### src/rtl/ovsf_spreader_pkg.sv
// Shared OVSF types, spreading-factor codes and length helpers for the
// spreader and despreader.
package ovsf_spreader_pkg;

  localparam int unsigned SF_W  = 3;
  localparam int unsigned K_W   = 9;
  localparam int unsigned CNT_W = 9;
  localparam int unsigned LEN_W = 10;

  localparam logic [SF_W-1:0] SF4   = 3'd0;
  localparam logic [SF_W-1:0] SF8   = 3'd1;
  localparam logic [SF_W-1:0] SF16  = 3'd2;
  localparam logic [SF_W-1:0] SF32  = 3'd3;
  localparam logic [SF_W-1:0] SF64  = 3'd4;
  localparam logic [SF_W-1:0] SF128 = 3'd5;
  localparam logic [SF_W-1:0] SF256 = 3'd6;
  localparam logic [SF_W-1:0] SF512 = 3'd7;

  typedef struct packed {
    logic i;
    logic q;
  } sym_iq_t;

  function automatic logic [LEN_W-1:0] sf_len(input logic [SF_W-1:0] sf);
    return LEN_W'(4) << sf;
  endfunction

  function automatic logic [CNT_W-1:0] sf_mask(input logic [SF_W-1:0] sf);
    return CNT_W'(sf_len(sf) - LEN_W'(1));
  endfunction

endpackage

### src/rtl/ovsf_chip_gen.sv
// Combinational OVSF code bit: parity of (bit-reversed code number & chip index),
// reversal taken over log2(SF) bits.
module ovsf_chip_gen
  import ovsf_spreader_pkg::*;
(
  input  logic [SF_W-1:0]  i_sf_l,
  input  logic [K_W-1:0]   i_k_l,
  input  logic [CNT_W-1:0] i_cnt,
  output logic             o_code
);

  logic [CNT_W-1:0] w_mask;
  logic [K_W-1:0]   w_kmask;
  logic [K_W-1:0]   w_rev9;
  logic [K_W-1:0]   w_krev;
  logic [3:0]       w_shift;

  // Full-width reverse then shift down by (K_W - log2(SF)) gives an L-bit reverse.
  always_comb begin
    w_mask  = sf_mask(i_sf_l);
    w_kmask = i_k_l & K_W'(w_mask);
    w_rev9  = '0;
    for (int j = 0; j < int'(K_W); j++) begin
      w_rev9[j] = w_kmask[int'(K_W) - 1 - j];
    end
    w_shift = 4'(K_W - 2) - 4'(i_sf_l);
    w_krev  = w_rev9 >> w_shift;
    o_code  = ^(w_krev & K_W'(i_cnt) & K_W'(w_mask));
  end

endmodule

### src/rtl/ovsf_spreader.sv
// OVSF spreader: one-deep symbol buffer, chip-rate spreading over SF chips.
// Optional saturating underrun counter on port ucnt when OVSF_SPREADER_UCNT_EN is defined.
module ovsf_spreader
  import ovsf_spreader_pkg::*;
#(
  parameter int unsigned UCNT_W = 16
) (
  input  logic              clk,
  input  logic              reset,
  input  logic              chip_en,
  input  logic [SF_W-1:0]   sf,
  input  logic [K_W-1:0]    code_k,
  input  logic              sym_valid,
  output logic              sym_ready,
  input  logic              sym_i,
  input  logic              sym_q,
  output logic              chip_valid,
  output logic              chip_i,
  output logic              chip_q,
  output logic              sym_start,
  output logic              underrun
`ifdef OVSF_SPREADER_UCNT_EN
  ,
  output logic [UCNT_W-1:0] ucnt
`endif
);

  typedef enum logic {IDLE, SPREAD} state_t;

  state_t           r_state;
  logic [CNT_W-1:0] r_cnt;
  sym_iq_t          r_pend;
  sym_iq_t          r_cur;
  logic             r_pend_full;
  logic             r_sym_ready;
  logic [SF_W-1:0]  r_sf_l;
  logic [K_W-1:0]   r_k_l;
  logic             r_chip_valid;
  logic             r_chip_i;
  logic             r_chip_q;
  logic             r_sym_start;
  logic             r_underrun;
`ifdef OVSF_SPREADER_UCNT_EN
  logic [UCNT_W-1:0] r_ucnt;
`else
  logic             w_unused_ucnt_w;
  assign w_unused_ucnt_w = |32'(UCNT_W);
`endif

  logic             w_accept;
  logic             w_last;
  logic             w_load;
  logic             w_pend_full_nxt;
  logic [CNT_W-1:0] w_cnt_nxt;
  logic             w_code;

  ovsf_chip_gen u_chip_gen (
    .i_sf_l (r_sf_l),
    .i_k_l  (r_k_l),
    .i_cnt  (w_cnt_nxt),
    .o_code (w_code)
  );

  // Load happens from IDLE or on the last chip, whenever a symbol is pending.
  always_comb begin
    w_cnt_nxt       = r_cnt + CNT_W'(1);
    w_accept        = sym_valid && r_sym_ready;
    w_last          = (r_cnt == sf_mask(r_sf_l));
    w_load          = chip_en && r_pend_full && ((r_state == IDLE) || w_last);
    w_pend_full_nxt = w_accept || (r_pend_full && !w_load);
  end

  always_ff @(posedge clk) begin
    if (!reset) begin
      r_state      <= IDLE;
      r_cnt        <= '0;
      r_pend       <= '0;
      r_cur        <= '0;
      r_pend_full  <= 1'b0;
      r_sym_ready  <= 1'b1;
      r_sf_l       <= '0;
      r_k_l        <= '0;
      r_chip_valid <= 1'b0;
      r_chip_i     <= 1'b0;
      r_chip_q     <= 1'b0;
      r_sym_start  <= 1'b0;
      r_underrun   <= 1'b0;
`ifdef OVSF_SPREADER_UCNT_EN
      r_ucnt       <= '0;
`endif
    end else begin
      r_chip_valid <= 1'b0;
      r_sym_start  <= 1'b0;
      r_underrun   <= 1'b0;
      r_pend_full  <= w_pend_full_nxt;
      r_sym_ready  <= !w_pend_full_nxt;
      if (w_accept) begin
        r_pend <= '{i: sym_i, q: sym_q};
      end
      // Chip 0 always carries code bit 0, so the symbol bits go straight out.
      if (w_load) begin
        r_cur        <= r_pend;
        r_sf_l       <= sf;
        r_k_l        <= code_k;
        r_cnt        <= '0;
        r_chip_i     <= r_pend.i;
        r_chip_q     <= r_pend.q;
        r_chip_valid <= 1'b1;
        r_sym_start  <= 1'b1;
        r_state      <= SPREAD;
      end else if (chip_en && (r_state == SPREAD)) begin
        if (!w_last) begin
          r_cnt        <= w_cnt_nxt;
          r_chip_i     <= r_cur.i ^ w_code;
          r_chip_q     <= r_cur.q ^ w_code;
          r_chip_valid <= 1'b1;
        end else begin
          r_underrun <= 1'b1;
          r_state    <= IDLE;
`ifdef OVSF_SPREADER_UCNT_EN
          if (r_ucnt != '1) begin
            r_ucnt <= r_ucnt + UCNT_W'(1);
          end
`endif
        end
      end
    end
  end

  assign sym_ready  = r_sym_ready;
  assign chip_valid = r_chip_valid;
  assign chip_i     = r_chip_i;
  assign chip_q     = r_chip_q;
  assign sym_start  = r_sym_start;
  assign underrun   = r_underrun;
`ifdef OVSF_SPREADER_UCNT_EN
  assign ucnt       = r_ucnt;
`endif

endmodule
### config.mk
export PLATFORM = sky130hd
export DESIGN_NAME = ovsf_spreader
export DESIGN_NICKNAME = d
export VERILOG_FILES = /design/src/rtl/ovsf_spreader_pkg.sv /design/src/rtl/ovsf_chip_gen.sv /design/src/rtl/ovsf_spreader.sv
export SDC_FILE = /design/constraint.sdc
export NUM_CORES = 1
export LEC_CHECK = 0
export CAP_MARGIN = 20
export CORE_MARGIN = 4
export CORE_UTILIZATION = 52
export CTS_BUF_LIST = sky130_fd_sc_hd__clkbuf_8 sky130_fd_sc_hd__clkbuf_16
export CTS_CLUSTER_SIZE = 24
export DETAILED_ROUTE_END_ITERATION = 10
export PLACE_DENSITY = 0.75
export SYNTH_ARGS = -nofsm -noshare
export SYNTH_HDL_FRONTEND = slang
export SYNTH_HIERARCHICAL = 1
export SYNTH_SLANG_ARGS = --single-unit
### constraint.sdc
create_clock -name clk -period 3 [get_ports clk]
set_input_delay 0.6 -clock clk [delete_from_list [all_inputs] [get_ports clk]]
set_output_delay 0.6 -clock clk [all_outputs]
set_load 0.05 [all_outputs]
==> results.py <==
metrics = {
    "status": {
        "outcome": "complete, no violations",
    },
    "die": {
        "rows": 24,
        "ios": 24,
        "die_h_um": 76.06,
        "initial_core_util": 0.5456,
        "core-area_mm2": 0.004414,
        "die_w_um": 76.06,
        "die_area_mm2": 0.005784,
    },
    "route": {
        "viasPerCell": 6.027,
        "drc": 0,
        "firstDrtPassIters": 5,
        "ant_nets": 0,
        "drt-total-wl_um": 5985,
        "post_drt_wl_per_cell_um": 16.09,
        "first_iter_violations": 229,
        "vias": 2242,
    },
    "synth": {
        "async_reset_ff_frac": 0,
        "synth_cell_type_count": 65,
        "syn-cell-area_mm2": 0.002409,
        "synth_flop_cell": "dfxtp_1",
        "synth_seq_cells": 33,
        "synthCells": 297,
        "syn_nets": 317,
        "ys_warn_count": 6,
        "syn_avg_cell_area_um2": 8.110,
        "ys_seq_area_frac": 0.2743,
        "synth_edf_count": 0,
    },
    "final_layout": {
        "n_fill_cell": 373,
        "layout-drive-gt1-share": 0.1813,
        "final_area_mm2": 0.002890,
        "synthToLayoutAreaGrowth_pct": 20.00,
        "final_nets": 339,
        "antenna_cells": 0,
    },
    "timing": {
        "max_slew.worst_pin.slew_ns": 0.7206,
        "maxSlewViolCount": 0,
        "hold_viol": 0,
        "fmax_mhz": 344.3,
        "fin_tns_setup_ns": 0,
        "finClkSkew_ns": 0.003621,
        "slew_headroom": 0.5196,
        "finalCriticalPeriod_ns": 2.904,
        "post-route-period-util": 0.9681,
        "setup_viol_count_final": 0,
        "setup_slack_ns": 0.09575,
        "hold_ws_ns": 0.4658,
    },
    "global_routing": {
        "antenna_found_initial": 0,
        "grt_pass1_vias": 2056,
        "grt_overflow": 0,
        "grtUsageTotal": 0.2050,
        "grt_max_degree": 37,
        "grt_pass1_wl_um": 9922,
    },
    "placed_design": {
        "routabilityCongestion": 0.9089,
        "placed_cell_area_mm2": 0.002726,
        "place_ws_ns": 0.01425,
        "numPortBuffers": 23,
        "place_hpwl_um": 4117,
    },
    "clock_network": {
        "post_cts_buffers": 0,
        "cts_sinks": 33,
        "postCtsHoldBufs": 0,
        "clock_latency_ns": 0.29,
        "cts-root-buf": "clkbuf_8",
        "cts_inserted_buffers": 5,
        "cts_tree": "yes",
        "cts_buffer_depth": 2,
        "cts.clk_slew.worst_paths_ns": 0.08,
        "cts_max_level": 2,
    },
    "setup_path": {
        "crit_required_ns": 3.23,
        "critical-path-max-stage-delay_ns": 0.50,
        "crit_arrival_ns": 3.13,
        "cp-start-kind": "flop",
        "slowest_stage": "mux4_2",
        "cp_cell_sequence": "or3_4 > ha_4 > nor2b_1 > mux4_2 > and3b_1 > a31oi_2 > xnor2_1 > xnor2_1 > xnor2_2 > xor2_1 > nand2_1 > mux2i_1",
        "path_class": "reg2reg",
        "crit_top_cell": "xnor2_1",
        "crit_fanout": 3,
        "end_kind": "flop",
    },
    "job": {
        "max_cap_violations": 0,
    },
    "power": {
        "power.leakage_uw": 0.001078,
        "p_per_area_mw_per_mm2": 365.1,
        "p_total_uw": 1055,
        "peakVddDrop_v": 0.0002956,
    },
    "min_path": {
        "hold_class": "reg2reg",
    },
}
-- registers in the layout, summed over array words and instances (netlist names) --
| signal | flops |
|---|---|
| r_pend_full | 1 |
| r_k_l | 9 |
| chip_valid | 1 |
| chip_q | 1 |
| r_sf_l | 3 |
| underrun | 1 |
| chip_i | 1 |
| sym_ready | 1 |
| r_state | 1 |
| sym_start | 1 |
| r_cnt | 9 |
| r_cur | 2 |
| r_pend | 2 |
-- power breakdown --
part / internal (µW) / switching, µW / total [µW] / leakage (µW)
Sequential: 451 / 13.5 / 465 / 0.000269
Clock: 237 / 187 / 424 / 0.0000556
Combinational: 75.7 / 91.2 / 167 / 0.000753
-- Yosys cell counts (all sizes together), types with 2 or more instances --
cell type	number	area share
a31oi	13	0.036
buf	14	0.039
mux2	4	0.019
ha	2	0.010
nand2	56	0.087
a21bo	3	0.012
xnor2	9	0.033
o211ai	2	0.0062
and2	4	0.011
a211oi	2	0.0062
o2111ai	3	0.011
or4	3	0.011
mux2i	19	0.079
and3	2	0.0052
nand2b	2	0.0052
or2	2	0.0052
nor2	6	0.0093
or4b	2	0.0083
o221ai	2	0.0073
nand3b	3	0.0093
inv	5	0.0078
nand4b	4	0.015
or3	3	0.0078
o31ai	4	0.012
mux4	2	0.020
a21o	2	0.0062
xor2	6	0.022
clkbuf	14	0.022
dfxtp	33	0.27
o21ai	12	0.025
nor2b	5	0.013
and4	3	0.012
nand3	6	0.012
nor3	7	0.015
a22o	2	0.0073
nor3b	3	0.0093
a21boi	6	0.019
a21oi	10	0.021
-- critical path: cells and delay by family (launching register included) --
kind	cells	cell delay, ns
fa+ha+maj	1	0.28
xor+xnor	4	0.73
flops	1	0.35
mux	2	0.63
simple gates	4	0.70
compound gates	1	0.15
-- routing by layer --
metal  global-route usage  vias up  wire (µm)
li1                     -     1128          -
met1               0.2908     1046       2848
met2               0.3142       58       2730
met3              0.03901       10        315
met4              0.06119        0         91
met5                    0        -          0
-- cell families after synthesis --
kind of cell             Yosys count  synth area share
multiplexers                      25            0.1179
flip-flops                        33            0.2743
AO/OA/AOI/OAI                     73            0.2192
adder cells (fa/ha/maj)            2           0.01039
XOR/XNOR                          15           0.05455
buffers and inverters             33           0.06908
AND/OR/NAND/NOR                  116            0.2545
-- worst paths after layout --
check,startpoint,to,slack (ns),cells past startpoint
worst max-delay path,r_sf_l[0],chip_q,0.1,12
worst min register to register,r_k_l[3],r_k_l[3],0.47,2
worst max register to register,r_sf_l[0],chip_q,0.1,12
worst min-delay path,r_k_l[3],r_k_l[3],0.47,2
-- what timing repair did --
action | 4_1_cts | 5_1_grt
resized for setup | 1 | 9
pin swaps | 0 | 4
endpoints found under the setup margin | 2 | 2
gates cloned | 0 | 0
-- layout make-up --
| cell class | count | area, µm² | share of cell area |
|---|---|---|---|
| timing repair buffer | 43 | 380.4 | 0.1316 |
| clock buffer | 7 | 107.6 | 0.03723 |
| sequential | 33 | 666.9 | 0.2307 |
| multi-input combinational | 231 | 1644 | 0.5688 |
| tap | 52 | 65.06 | 0.02251 |
| clock inverter | 1 | 7.507 | 0.002597 |
| inverter | 5 | 18.77 | 0.006494 |
-- through the flow --
stage          cells    util
2_1_floorplan    297       -
6_report         372  0.6548
4_1_cts          372  0.6454
3_5_place_dp     364  0.6176
5_1_grt          372  0.6548
3_3_place_gp     364  0.6176
-- placed cells by master, fill, tap and decap left out, types with 3 or more instances in the layout --
master,Yosys,final
a21bo_2,3,3
a21boi_0,6,6
a21oi_1,10,10
a31oi_1,12,12
buf_4,3,20
clkbuf_8,0,6
clkdlybuf4s50_1,0,23
dfxtp_1,33,30
inv_1,4,4
mux2_2,4,4
mux2i_1,19,19
nand2_1,56,56
nand3_1,6,5
nand3b_1,3,3
nand4b_1,4,4
nor2_1,6,5
nor2b_1,5,5
nor3_1,7,6
nor3b_1,3,3
o2111ai_1,3,3
o21ai_0,11,11
o31ai_1,4,4
xnor2_1,9,8
xor2_1,6,6
Power figures use the tool's default switching activity.
==> RTL edit, RTL diff (config.mk and constraints unchanged) <==
Put one more register stage on the output `underrun`, with the module's reset. The value now appears one clock later. The other outputs are not delayed to match.
--- a/src/rtl/ovsf_spreader.sv
+++ b/src/rtl/ovsf_spreader.sv
@@ -132,7 +132,13 @@
   assign chip_i     = r_chip_i;
   assign chip_q     = r_chip_q;
   assign sym_start  = r_sym_start;
-  assign underrun   = r_underrun;
+  always_ff @(posedge clk) begin
+    if (!reset) begin
+      underrun <= '0;
+    end else begin
+      underrun <= r_underrun;
+    end
+  end
 `ifdef OVSF_SPREADER_UCNT_EN
   assign ucnt       = r_ucnt;
 `endif
Formal check against the unedited RTL: not equivalent (a bounded check fails within 10 cycles, from zero or initial values and one cycle with reset low).
==> RTL edit against the unedited design <==
Non-clock buffer count up 1; synthesized cell count down 12%; count of clock-buffer cells in the layout down 2; hold slack worse by 27 ps; sequential cell count up 1; power up 4.2%; via count down 12%; sequential power up 4.5%; area after synthesis down 9.1%; worst setup slack worse by 45 ps; wire length down 14%; clock power down 2%; design area down 2.6%.
==> RTL edit: results (changes against the unedited design) <==
[outcome]
run_status = completed

[logic_synthesis]
netlist-cell-type-count = 54  ; -17%
synth-warning-count = 6  ; unchanged
synth_seq_area_share_pct = 31.1  ; +3.7 points
mean_instance_size_in_the_synthesized_netlist_sq_um = 8.35  ; +3.0%
netlist_top_cells_count = sky130_fd_sc_hd__nand2_1, sky130_fd_sc_hd__dfxtp_1, sky130_fd_sc_hd__mux2i_1
synth_top_cells_by_area = sky130_fd_sc_hd__dfxtp_1, sky130_fd_sc_hd__mux2i_1, sky130_fd_sc_hd__nand2_1
postSynth.topFlopCell = sky130_fd_sc_hd__dfxtp_1
async_set_or_reset_register_ratio_after_synthesis_pct = 0  ; unchanged
net_count_after_synthesis = 282  ; -11%

[cells_and_area]
fillers = 318  ; -15%
biggestRegsByFlops = r_cnt (9), r_k_l (9), r_sf_l (3)
drive_above_1_share_pct = 20.2  ; +2.1 points
n_antenna_cell = 0  ; unchanged
nNetsFinal = 316  ; -6.8%
final_cell_count_no_fill = 347  ; -6.7%

[worst_setup_path]
critical_path_fanouts_max = 4  ; +1
cpLargestDelayFamily = XOR/XNOR gates
worst-r2r-cell-count = 12  ; unchanged
r2r-start = r_sf_l[0]
cp_slowest_stage_delay_ps = 480  ; -20 ps
cp_slowest_cell = sky130_fd_sc_hd__mux4_2
worst-endpoint-arrival_ps = 3160  ; +30 ps
crit-reg2reg-capture = chip_q

[timing]
timing.hold.ws_ps = 438  ; -27.4 ps
slew-limit-headroom_pct = 50.6  ; -1.4 points
hold_viol = 0  ; unchanged
worst_clock_skew_ps = 4.29  ; +0.674 ps

[min_path]
timing.hold.worst.class = reg2reg
hold_start = r_underrun
hold-path-endpoint = underrun
hold_depth = 1  ; -1

[clock_tree]
clk_pin_slew_ps = 70
clk-insertion-delay-late_ps = 290  ; about the same
cts-root-to-sink-buffers = 2  ; unchanged
cts_made_buffers = 5  ; unchanged
cts_root_buf = sky130_fd_sc_hd__clkbuf_8
cts_htree_levels = 2  ; unchanged

[detailed_routing]
detailedRoute.firstIterationViolations = 140  ; -39%
postRouteWirelength_mm = 5.12  ; -14%
drt_pass1_iterations = 4  ; -1
detailroute.via_count = 1981  ; -12%

[global_route]
antenna_found_initial = 0  ; unchanged
vias_in_the_first_global_route = 1824  ; -11%
groute.usage.overall_pct = 20.1  ; -0.42 points
grt_max_degree = 27  ; -27%
grt.overflow.total = 0  ; unchanged
grt_pass1_wl_mm = 8.38  ; -16%

[place]
port_buffers = 23  ; unchanged
routabilityCongestion = 0.834  ; -8.3%
placedCellCount = 336  ; -7.7%
place_area_sq_um = 2520  ; -7.4%
hpwlAfterDp_mm = 3.56  ; -14%
dpl_worst_slack_ps = -109  ; -123 ps

[power_and_ir_drop]
vdd_ir_drop_max_mv = 0.334  ; +13%
power.leakage_nw = 1.06  ; -1.5%

RTL edit: cell type report:
class | instances | area [sq um] | area share [%]
inverters | 7 | 26.3 | 0.934
flip-flops and latches | 34 | 693 | 24.6
clock buffers | 5 | 68.8 | 2.45
multi-input cells | 204 | 1540 | 54.6
clock inverters | 3 | 40.0 | 1.42
well taps | 50 | 62.6 | 2.22
repair buffers | 44 | 388 | 13.8
RTL edit: cells by family (layout without fill, tap and decap cells):
kind of cell             Yosys count  in the layout  share of synthesized area, %
adder cells (fa/ha/maj)            3              3                          1.60
flip-flops                        34             34                          31.1
AND/OR/NAND/NOR                  103            103                          23.3
AO/OA/AOI/OAI                     54             54                          18.0
multiplexers                      23             23                          11.9
XOR/XNOR                          21             21                          8.40
buffers and inverters             24             59                          5.72
RTL edit: repair_timing:
action	in CTS	in global routing
buffers inserted	0	3
gates cloned	0	0
pin swaps	7	17
gates resized for setup	8	24
setup endpoints to repair	2	2
RTL edit: power breakdown:
part,internal (mW),switching (mW),total (mW)
logic,0.0913,0.106,0.197
registers,0.468,0.0179,0.486
clock network,0.245,0.172,0.417
RTL edit: worst max path at each step:
stage	start	endpoint	slack, ps	cells after the start
floorplan	r_sf_l[0]	chip_q	-160	15
global placement	r_sf_l[0]	chip_q	60	12
detailed placement	r_cnt[0]	chip_q	-110	15
CTS	r_sf_l[0]	chip_q	10	12
global route	r_cnt[1]	chip_q	-110	15
finish	r_sf_l[0]	chip_q	50	12
RTL edit: metal layers:
layer	routed length [microns]	GRT usage, %
met1	2320	28.7
met2	2480	30.8
met3	240	2.48
met4	85	7.99
met5	0	0
